## config.mk

```make
export PLATFORM = sky130hd
export DESIGN_NAME = i2s_clk_gen
export DESIGN_NICKNAME = d
export VERILOG_FILES = /design/src/rtl/i2s_pkg.sv /design/src/rtl/i2s_cfg_shadow.sv /design/src/rtl/i2s_clk_gen.sv
export SDC_FILE = /design/constraint.sdc
export NUM_CORES = 1
export LEC_CHECK = 0
export CORE_MARGIN = 2
export CORE_UTILIZATION = 42
export DETAILED_ROUTE_END_ITERATION = 12
export GPL_TIMING_DRIVEN = 0
export PLACE_DENSITY = 0.78
export SETUP_SLACK_MARGIN = 0.5
export SKIP_LAST_GASP = 1
export SLEW_MARGIN = 20
export SYNTH_ARGS = -nofsm -noshare
export SYNTH_HDL_FRONTEND = slang
export SYNTH_SLANG_ARGS = --single-unit
```

## constraint.sdc

```tcl
create_clock -name mclk -period 1.7 [get_ports mclk]
set_input_delay 0.34 -clock mclk [delete_from_list [all_inputs] [get_ports mclk]]
set_output_delay 0.34 -clock mclk [all_outputs]
set_load 0.02 [all_outputs]
```

## src/rtl/i2s_pkg.sv

```systemverilog
// -----------------------------------------------------------------------------
// i2s_pkg
// Types and helpers shared by the I2S/TDM clock generator.
//   i2s_mode_e     : frame clock style (I2S 50 % LR, or TDM one-bit frame sync)
//   i2s_cfg_t      : one complete clock configuration. Fields are held at the
//                    widest supported width; narrower module ports are
//                    zero-extended into them.
//   i2s_cfg_valid  : returns 1 when a configuration can be applied safely
// -----------------------------------------------------------------------------
package i2s_pkg;

  // Upper bounds for the module width parameters (DIV_W, BITS_W, SLOTS_W).
  localparam int I2S_DIV_MAX_W   = 16;
  localparam int I2S_BITS_MAX_W  = 8;
  localparam int I2S_SLOTS_MAX_W = 8;

  typedef enum logic {
    I2S_MODE_I2S = 1'b0,
    I2S_MODE_TDM = 1'b1
  } i2s_mode_e;

  typedef struct packed {
    logic [I2S_DIV_MAX_W-1:0]   div;
    logic [I2S_BITS_MAX_W-1:0]  slot_bits;
    logic [I2S_SLOTS_MAX_W-1:0] num_slots;
    i2s_mode_e                  mode;
  } i2s_cfg_t;

  // The divider must be even so sclk has a 50 % duty cycle. I2S needs an even
  // slot count so lrck splits the frame into two equal halves.
  function automatic logic i2s_cfg_valid(input i2s_cfg_t c);
    logic bad;
    bad = c.div[0]
       || (c.div < I2S_DIV_MAX_W'(2))
       || (c.slot_bits == '0)
       || (c.num_slots == '0)
       || ((c.mode == I2S_MODE_I2S) && c.num_slots[0]);
    return !bad;
  endfunction

endpackage

```

## src/rtl/i2s_cfg_shadow.sv

```systemverilog
// -----------------------------------------------------------------------------
// i2s_cfg_shadow
// Run-time configuration front end for i2s_clk_gen. It accepts a configuration
// over a valid/ready handshake and validates it. A valid configuration is
// parked in a shadow register, and the shadow is promoted to the active
// configuration only at a frame boundary or while the generator is stopped.
// Only built when I2S_CLK_GEN_RUNTIME_CFG_EN is defined.
//
// Ports
//   i_mclk, i_srst : clock, synchronous active-high reset
//   i_en           : generator run enable (low = apply pending config at once)
//   i_frame_last   : last mclk cycle of the current frame
//   i_cfg_valid    : configuration offered
//   i_cfg          : offered configuration
//   o_cfg_ready    : high while no update is pending
//   o_cfg_err      : one-cycle pulse after an invalid offer was taken
//   o_active       : configuration the counters run on
// -----------------------------------------------------------------------------
module i2s_cfg_shadow
  import i2s_pkg::*;
#(
  parameter i2s_cfg_t DEF_CFG = '0
) (
  input  logic     i_mclk,
  input  logic     i_srst,
  input  logic     i_en,
  input  logic     i_frame_last,
  input  logic     i_cfg_valid,
  input  i2s_cfg_t i_cfg,
  output logic     o_cfg_ready,
  output logic     o_cfg_err,
  output i2s_cfg_t o_active
);

  logic     r_pending;
  logic     r_err;
  i2s_cfg_t r_shadow;
  i2s_cfg_t r_active;

  logic w_xfer;
  logic w_ok;
  logic w_apply;

  assign w_xfer  = i_cfg_valid & ~r_pending;
  assign w_ok    = i2s_cfg_valid(i_cfg);
  // A stopped generator has all counters at 0, so any cycle is a safe boundary.
  assign w_apply = r_pending & (~i_en | i_frame_last);

  always_ff @(posedge i_mclk) begin
    if (i_srst) begin
      r_pending <= 1'b0;
      r_err     <= 1'b0;
      r_active  <= DEF_CFG;
    end else begin
      // Invalid offers still complete the handshake but never set pending.
      r_err <= w_xfer & ~w_ok;
      if (w_apply) begin
        r_active  <= r_shadow;
        r_pending <= 1'b0;
      end else if (w_xfer && w_ok) begin
        r_pending <= 1'b1;
      end
    end
  end

  // NOTE: the shadow is data-only and has no reset; it is only read while
  // r_pending is set, and r_pending itself is reset.
  always_ff @(posedge i_mclk) begin
    if (w_xfer && w_ok) begin
      r_shadow <= i_cfg;
    end
  end

  assign o_cfg_ready = ~r_pending;
  assign o_cfg_err   = r_err;
  assign o_active    = r_active;

endmodule

```

## src/rtl/i2s_clk_gen.sv

```systemverilog
// -----------------------------------------------------------------------------
// i2s_clk_gen
// I2S/TDM bit-clock and frame-clock generator running on mclk. It divides mclk
// into sclk and lrck, and gives mclk-domain strobes and slot/bit indices so
// serialisers can run synchronously on mclk. Frame length is D*B*S mclk cycles.
//
// Build option: with I2S_CLK_GEN_RUNTIME_CFG_EN defined, D/B/S/mode can be
// reprogrammed through the cfg_* handshake (applied on frame boundaries).
// Without it, the configuration is fixed to DEF_*, cfg_ready and cfg_err are
// tied 0, and the cfg_* inputs are ignored.
//
// Ports
//   mclk, srst        : master clock, synchronous active-high reset
//   en                : run enable; low holds counters and outputs at 0
//   cfg_valid/ready   : configuration handshake
//   cfg_sclk_div      : requested mclk/sclk ratio (even, >= 2)
//   cfg_slot_bits     : requested sclk periods per slot (> 0)
//   cfg_num_slots     : requested slots per frame (> 0, even in I2S)
//   cfg_mode          : 0 = I2S, 1 = TDM
//   cfg_err           : one-cycle pulse when an offer is rejected
//   sclk, lrck        : bit clock, frame clock / frame sync
//   sclk_fall_stb     : first mclk of each sclk period (low phase)
//   sclk_rise_stb     : first mclk of each sclk high phase
//   frame_stb         : sclk_fall_stb of bit 0, slot 0
//   bit_idx, slot_idx : current bit in slot, current slot in frame
// -----------------------------------------------------------------------------
module i2s_clk_gen
  import i2s_pkg::*;
#(
  parameter int DIV_W         = 11,
  parameter int BITS_W        = 6,
  parameter int SLOTS_W       = 4,
  parameter int DEF_SCLK_DIV  = 4,
  parameter int DEF_SLOT_BITS = 32,
  parameter int DEF_NUM_SLOTS = 2,
  parameter int DEF_MODE      = 0
) (
  input  logic               mclk,
  input  logic               srst,
  input  logic               en,
  input  logic               cfg_valid,
  output logic               cfg_ready,
  input  logic [DIV_W-1:0]   cfg_sclk_div,
  input  logic [BITS_W-1:0]  cfg_slot_bits,
  input  logic [SLOTS_W-1:0] cfg_num_slots,
  input  logic               cfg_mode,
  output logic               cfg_err,
  output logic               sclk,
  output logic               lrck,
  output logic               sclk_fall_stb,
  output logic               sclk_rise_stb,
  output logic               frame_stb,
  output logic [BITS_W-1:0]  bit_idx,
  output logic [SLOTS_W-1:0] slot_idx
);

  localparam i2s_cfg_t LP_DEF_CFG = '{
    div:       I2S_DIV_MAX_W'(DEF_SCLK_DIV),
    slot_bits: I2S_BITS_MAX_W'(DEF_SLOT_BITS),
    num_slots: I2S_SLOTS_MAX_W'(DEF_NUM_SLOTS),
    mode:      (DEF_MODE != 0) ? I2S_MODE_TDM : I2S_MODE_I2S
  };

  logic [DIV_W-1:0]   r_div_cnt;
  logic [BITS_W-1:0]  r_bit_idx;
  logic [SLOTS_W-1:0] r_slot_idx;

  i2s_cfg_t w_cfg;
  logic     w_run;
  logic     w_div_last;
  logic     w_bit_last;
  logic     w_slot_last;
  logic     w_frame_last;

  // Counters widened to the configuration field width so every compare is
  // between equal-width unsigned values.
  logic [I2S_DIV_MAX_W-1:0]   w_div_x;
  logic [I2S_BITS_MAX_W-1:0]  w_bit_x;
  logic [I2S_SLOTS_MAX_W-1:0] w_slot_x;

  assign w_div_x  = I2S_DIV_MAX_W'(r_div_cnt);
  assign w_bit_x  = I2S_BITS_MAX_W'(r_bit_idx);
  assign w_slot_x = I2S_SLOTS_MAX_W'(r_slot_idx);

  assign w_run        = en & ~srst;
  assign w_div_last   = (w_div_x == (w_cfg.div - I2S_DIV_MAX_W'(1)));
  assign w_bit_last   = (w_bit_x == (w_cfg.slot_bits - I2S_BITS_MAX_W'(1)));
  assign w_slot_last  = (w_slot_x == (w_cfg.num_slots - I2S_SLOTS_MAX_W'(1)));
  assign w_frame_last = w_div_last & w_bit_last & w_slot_last;

  // NOTE: sequential state uses non-blocking assignments so every register
  // sees the pre-edge value of the others.
  always_ff @(posedge mclk) begin
    if (srst || !en) begin
      r_div_cnt  <= '0;
      r_bit_idx  <= '0;
      r_slot_idx <= '0;
    end else if (w_div_last) begin
      r_div_cnt <= '0;
      if (w_bit_last) begin
        r_bit_idx  <= '0;
        r_slot_idx <= w_slot_last ? '0 : r_slot_idx + SLOTS_W'(1);
      end else begin
        r_bit_idx <= r_bit_idx + BITS_W'(1);
      end
    end else begin
      r_div_cnt <= r_div_cnt + DIV_W'(1);
    end
  end

  // Outputs are decoded straight from the counters so strobes line up with
  // the sclk edge they mark.
  assign sclk          = w_run & (w_div_x >= (w_cfg.div >> 1));
  assign sclk_fall_stb = w_run & (r_div_cnt == '0);
  assign sclk_rise_stb = w_run & (w_div_x == (w_cfg.div >> 1));
  assign frame_stb     = sclk_fall_stb & (r_bit_idx == '0) & (r_slot_idx == '0);
  assign bit_idx       = r_bit_idx;
  assign slot_idx      = r_slot_idx;

  // NOTE: default assignment first so every path assigns lrck (no latch).
  always_comb begin
    lrck = 1'b0;
    if (w_run) begin
      case (w_cfg.mode)
        I2S_MODE_I2S: lrck = (w_slot_x >= (w_cfg.num_slots >> 1));
        I2S_MODE_TDM: lrck = (r_bit_idx == '0) && (r_slot_idx == '0);
        default:      lrck = 1'b0;
      endcase
    end
  end

`ifdef I2S_CLK_GEN_RUNTIME_CFG_EN
  i2s_cfg_t w_req;

  assign w_req = '{
    div:       I2S_DIV_MAX_W'(cfg_sclk_div),
    slot_bits: I2S_BITS_MAX_W'(cfg_slot_bits),
    num_slots: I2S_SLOTS_MAX_W'(cfg_num_slots),
    mode:      i2s_mode_e'(cfg_mode)
  };

  i2s_cfg_shadow #(
    .DEF_CFG (LP_DEF_CFG)
  ) u_cfg_shadow (
    .i_mclk       (mclk),
    .i_srst       (srst),
    .i_en         (en),
    .i_frame_last (w_frame_last),
    .i_cfg_valid  (cfg_valid),
    .i_cfg        (w_req),
    .o_cfg_ready  (cfg_ready),
    .o_cfg_err    (cfg_err),
    .o_active     (w_cfg)
  );
`else
  logic w_unused_cfg;

  assign w_cfg     = LP_DEF_CFG;
  assign cfg_ready = 1'b0;
  assign cfg_err   = 1'b0;
  assign w_unused_cfg = ^{cfg_valid, cfg_sclk_div, cfg_slot_bits,
                          cfg_num_slots, cfg_mode, w_frame_last};
`endif

endmodule

```

-- Word level (Yosys, flattened, before mapping)
Index checks and enable logic that the tools add are counted.
Widths: inputs -> output; s select.
- register bits: 21
- bits of input ports: 26
- word-level logic and storage cells: 29
- add/subtract/negate cells: 3
- magnitude comparators: 2
- eq/ne operators: 4
- mux-type cells: 3
- bitwise logic cells: 7
- reduce and logical (&&, ||, !) cells: 7
- operators with widths (kind ; count):
    $eq 11x2->1 const B ; 2
    $add 11x1->11 const B ; 1
    $ge 11x2->1 const B ; 1
    $logic_not 11->1 ; 1
    $add 6x1->6 const B ; 1
    $and 1x1->1 ; 6
    $eq 6x5->1 const B ; 1
    $logic_not 6->1 ; 1
    $mux 6 ; 1
    $add 4x1->4 const B ; 1
    $eq 4x1->1 const B ; 1
    $ge 4x1->1 const B ; 1
    $logic_not 4->1 ; 1
    $mux 4 ; 1
    $reduce_and 2->1 ; 1
    $reduce_or 2->1 ; 1
    $logic_not 1->1 ; 1
    $logic_or 1x1->1 ; 1
    $mux 1 ; 1
    $not 1->1 ; 1

-- Longest topological paths before layout
- depth in word-level cells: 5
- depth in mapped cells: 6

-- Worst setup path before layout
Ideal clock, no wire load.
- kind: flip-flop to output port
- start: register r_div_cnt[6]
- end: output port frame_stb
- data arrival time: 1.437 ns
- data required time: 1.360 ns
- slack: -0.077 ns
- stages on the path, launching flop included: 5
- buffers on the path: 0
- path through: dfxtp_1 nor4_2 and3_1 and3_1 and4bb_2
- cells in the longest elaborated chain, start to end: 4
- RTL lines (what ; line ; RTL):
    from (decl) ; i2s_clk_gen.sv:64 ; logic [DIV_W-1:0] r_div_cnt;
    from (signal assigned) ; i2s_clk_gen.sv:107 ; r_div_cnt <= r_div_cnt + DIV_W'(1);
    $logic_not 11->1 ; i2s_clk_gen.sv:114 ; assign sclk_fall_stb = w_run & (r_div_cnt == '0);
    $and 1x1->1 ; i2s_clk_gen.sv:114 ;
    named net sclk_fall_stb ; i2s_clk_gen.sv:50 ; output logic sclk_fall_stb,
    $and 1x1->1 (2 in a row) ; i2s_clk_gen.sv:116 ; assign frame_stb = sclk_fall_stb & (r_bit_idx == '0) & (r_slot_idx == '0);
    to (decl) ; i2s_clk_gen.sv:52 ; output logic frame_stb,
The timed path passes the listed nets, and every way through them passes these cells.

-- Worst setup path in the final report
- start: register r_div_cnt[7]
- end: output port frame_stb
- cells in the longest elaborated chain, start to end: 4
- RTL lines (what ; line):
    $logic_not 11->1 ; i2s_clk_gen.sv:114
    $and 1x1->1 ; i2s_clk_gen.sv:114
    $and 1x1->1 (2 in a row) ; i2s_clk_gen.sv:116
Every way passes these cells.

==> flow_summary_export.csv <==
group,metric,value,unit
synthesis,syn_area,0.001089,sq mm
drt,viasPerCell,5.407,
drt,drtPass1Iterations,4,
synthesis,synthFlopType,"dfxtp_1",
finish,final_cell_mix,"25 x buf_4, 16 x buf_6, 13 x nor2_1, 13 x dfxtp_4, 11 x nand2_1",
clock_tree,h-tree-depth,1,
drt,drt-initial-drc-count,25,
floorplanning,coreArea,0.002477,sq mm
sta,fin_skew,8.091,ps
finish,layout.cells.non_filler,209,
setup_path,crit_chain,"nor4_4 > and3_4 > and3_4 > and4bb_2 > buf_6",
setup_path,critPathCaptureType,"output pin",
synthesis,synth_top_area_frac,0.3862,
synthesis,synth_top_area_cell,"dfxtp_1",
finish,n_fill_cell,203,
synthesis,async_reset_ff_frac,0,
floorplanning,die_w,54.91,um
setup_path,required,1360,ps
sta,setup_viol,7,
synthesis,synth_edf_count,0,
setup_path,path_class,"reg -> out",
power_and_ir_drop,total_power,0.8101,mW
status,violations,"setup timing",
finish,final_common_cell,"buf_4",
finish,drive_above_1_share,0.4804,
finish,regArea,471.7,sq um
finish,syn_to_final_growth,58.51,%
sta,fin_ws,-419.6,ps
drt,wl_per_cell,14.55,um
grt,antenna_found_initial,0,
placement,io_buffers,17,
finish,finalNetCount,211,
sta,fin_crit,2120,ps
clock_tree,clk_path_buf_depth,2,
floorplanning,initial_utilization,0.4394,
placement,post-place-cells,182,
clock_tree,clk_pin_slew,130,ps
grt,grt_pass1_wl,4.671,mm
floorplanning,die_area,0.003015,sq mm
clock_tree,tritoncts,"built",
synthesis,synthDistinctLibCells,30,
sta,holdWs,393.0,ps
setup_path,cp_slowest_cell,"dfxtp_2",
drt,drtAntennaViolNets,0,
power_and_ir_drop,p_per_area,469.5,mW/mm^2
worst_hold_path,min_path_type,"in -> reg",
finish,final_util,0.6965,
clock_tree,cts_made_buffers,3,
grt,grt_pass1_vias,1100,
sta,fmax,471.8,MHz
sta,slew_viol_final,0,
placement,dp_hpwl,1.758,mm
status,status,"finished with violations",
synthesis,ys_seq_elements,21,
synthesis,synthTopCellsByArea,"dfxtp_1 39%, ha_1 5.7%, nor2_1 5.2%",
grt,overflow,0,
finish,multi_input_area,748.2,sq um
sta,post-route-period-util,1.247,
clock_tree,clkLatencyLatePin,320,ps
setup_path,cp_max_fo,5,
sta,rsz0062_at_grt,"true",
clock_tree,cts_root_buf,"clkbuf_4",
synthesis,yosysWarnings,0,
grt,grt_use_total,0.2180,
job,maxCapViolations,0,
finish,antenna_cells,0,
drt,wl,3.040,mm
setup_path,path_common_cell,"and3_4",
setup_path,crit_family,"simple AND/OR/NAND/NOR gates",
synthesis,ys_seq_area_frac,0.3862,
drt,drcViolationCount,0,
synthesis,avgSynthCellArea,8.123,sq um
setup_path,worstSetupStartpointType,"register",
setup_path,worstPathArrival,1780,ps
power_and_ir_drop,ir_drop,0.0005287,V
clock_tree,cts_sinks,21,
grt,grt_max_degree,14,
setup_path,crit_buf_inv,1,
sta,hold_viol_final,0,
floorplanning,die_h,54.91,um
drt,num_vias,1130,
floorplanning,row_count,18,
floorplanning,pin_count,43,
synthesis,syn_inst,134,
setup_path,critPathMaxStageDelay,380,ps
power_and_ir_drop,leakagePower,0.6560,nW
placement,pre_cts_ws,-1030,ps
placement,globalplace.congestion,0.7381,
-- kinds of logic after synthesis --
logic type      synth area share
other cells             0.003445
xor+xnor                 0.06437
fa+ha+maj                0.05747
simple gates              0.3126
flops                     0.3862
buf+inv                  0.05517
compound gates            0.1023
mux                      0.01839
-- worst min-delay path, cell delays in order --
cell and delay [ps]:
buf_2 90, nand2b_4 120, or3_1 90, mux2i_1 50
-- synthesized netlist by cell type (3+ instances only) --
master   count
dfxtp_1     21
nor2_1      15
nand2_1     12
a21oi_1      9
or3_1        8
nand3_1      7
inv_1        6
nand4_1      6
nor3_1       6
xnor2_1      6
ha_1         5
o21ai_0      5
and3_1       4
buf_2        3
-- final cells by class --
class,count,area share
Buffer,7,0.03916
Clock buffer,3,0.01305
Clock inverter,1,0.004351
Inverter,6,0.01305
Multi-Input combinational cell,101,0.4336
Sequential cell,21,0.2734
Tap cell,30,0.02175
Timing Repair Buffer,40,0.2016
-- path summary, 6_finish.rpt --
kind	start	end	slack, ps	depth (start not counted)
worst min register to register	r_div_cnt[0]$_SDFF_PP0_	r_div_cnt[0]$_SDFF_PP0_	490	1
worst min-delay path	srst	bit_idx[5]$_SDFFE_PN0N_	390	4
worst max register to register	r_div_cnt[7]$_SDFF_PP0_	slot_idx[2]$_SDFFE_PN0P_	-90	7
worst max-delay path	r_div_cnt[7]$_SDFF_PP0_	frame_stb	-420	5
-- where the power goes --
part	internal, mW	leakage, nW	switching, mW	total (mW)
sequential	0.475	0.181	0.00444	0.479
combinational	0.0306	0.461	0.0362	0.0669
clock	0.0900	0.0139	0.174	0.264
-- registers in the layout, indices dropped and copies added (netlist names) --
register	count
bit_idx	6
slot_idx	4
r_div_cnt	11
-- through the flow --
stage | setup TNS, ps | area, sq um
floorplan | 0 | 1179
global route | -2339 | 1725
CTS | -1490 | 1625
detailed placement | -5259 | 1386
finish | -1613 | 1725
global placement | -4903 | 1386
-- metal layers --
metal	track usage	vias up	wire [um]
li1	-	558	-
met3	0.07258	6	149
met4	0.09350	0	50
met1	0.2163	538	1135
met5	0	-	0
met2	0.4087	28	1705
-- timing repair --
action | 4_1_cts | 5_1_grt
resized for setup | 116 | 13
pin swaps | 8 | 3
setup buffers | 15 | 8
hold buffers | 0 | 0
setup endpoints to repair | 36 | 36
hold endpoints to repair | 0 | 0
No activity file was read; power rests on OpenSTA's default activity.
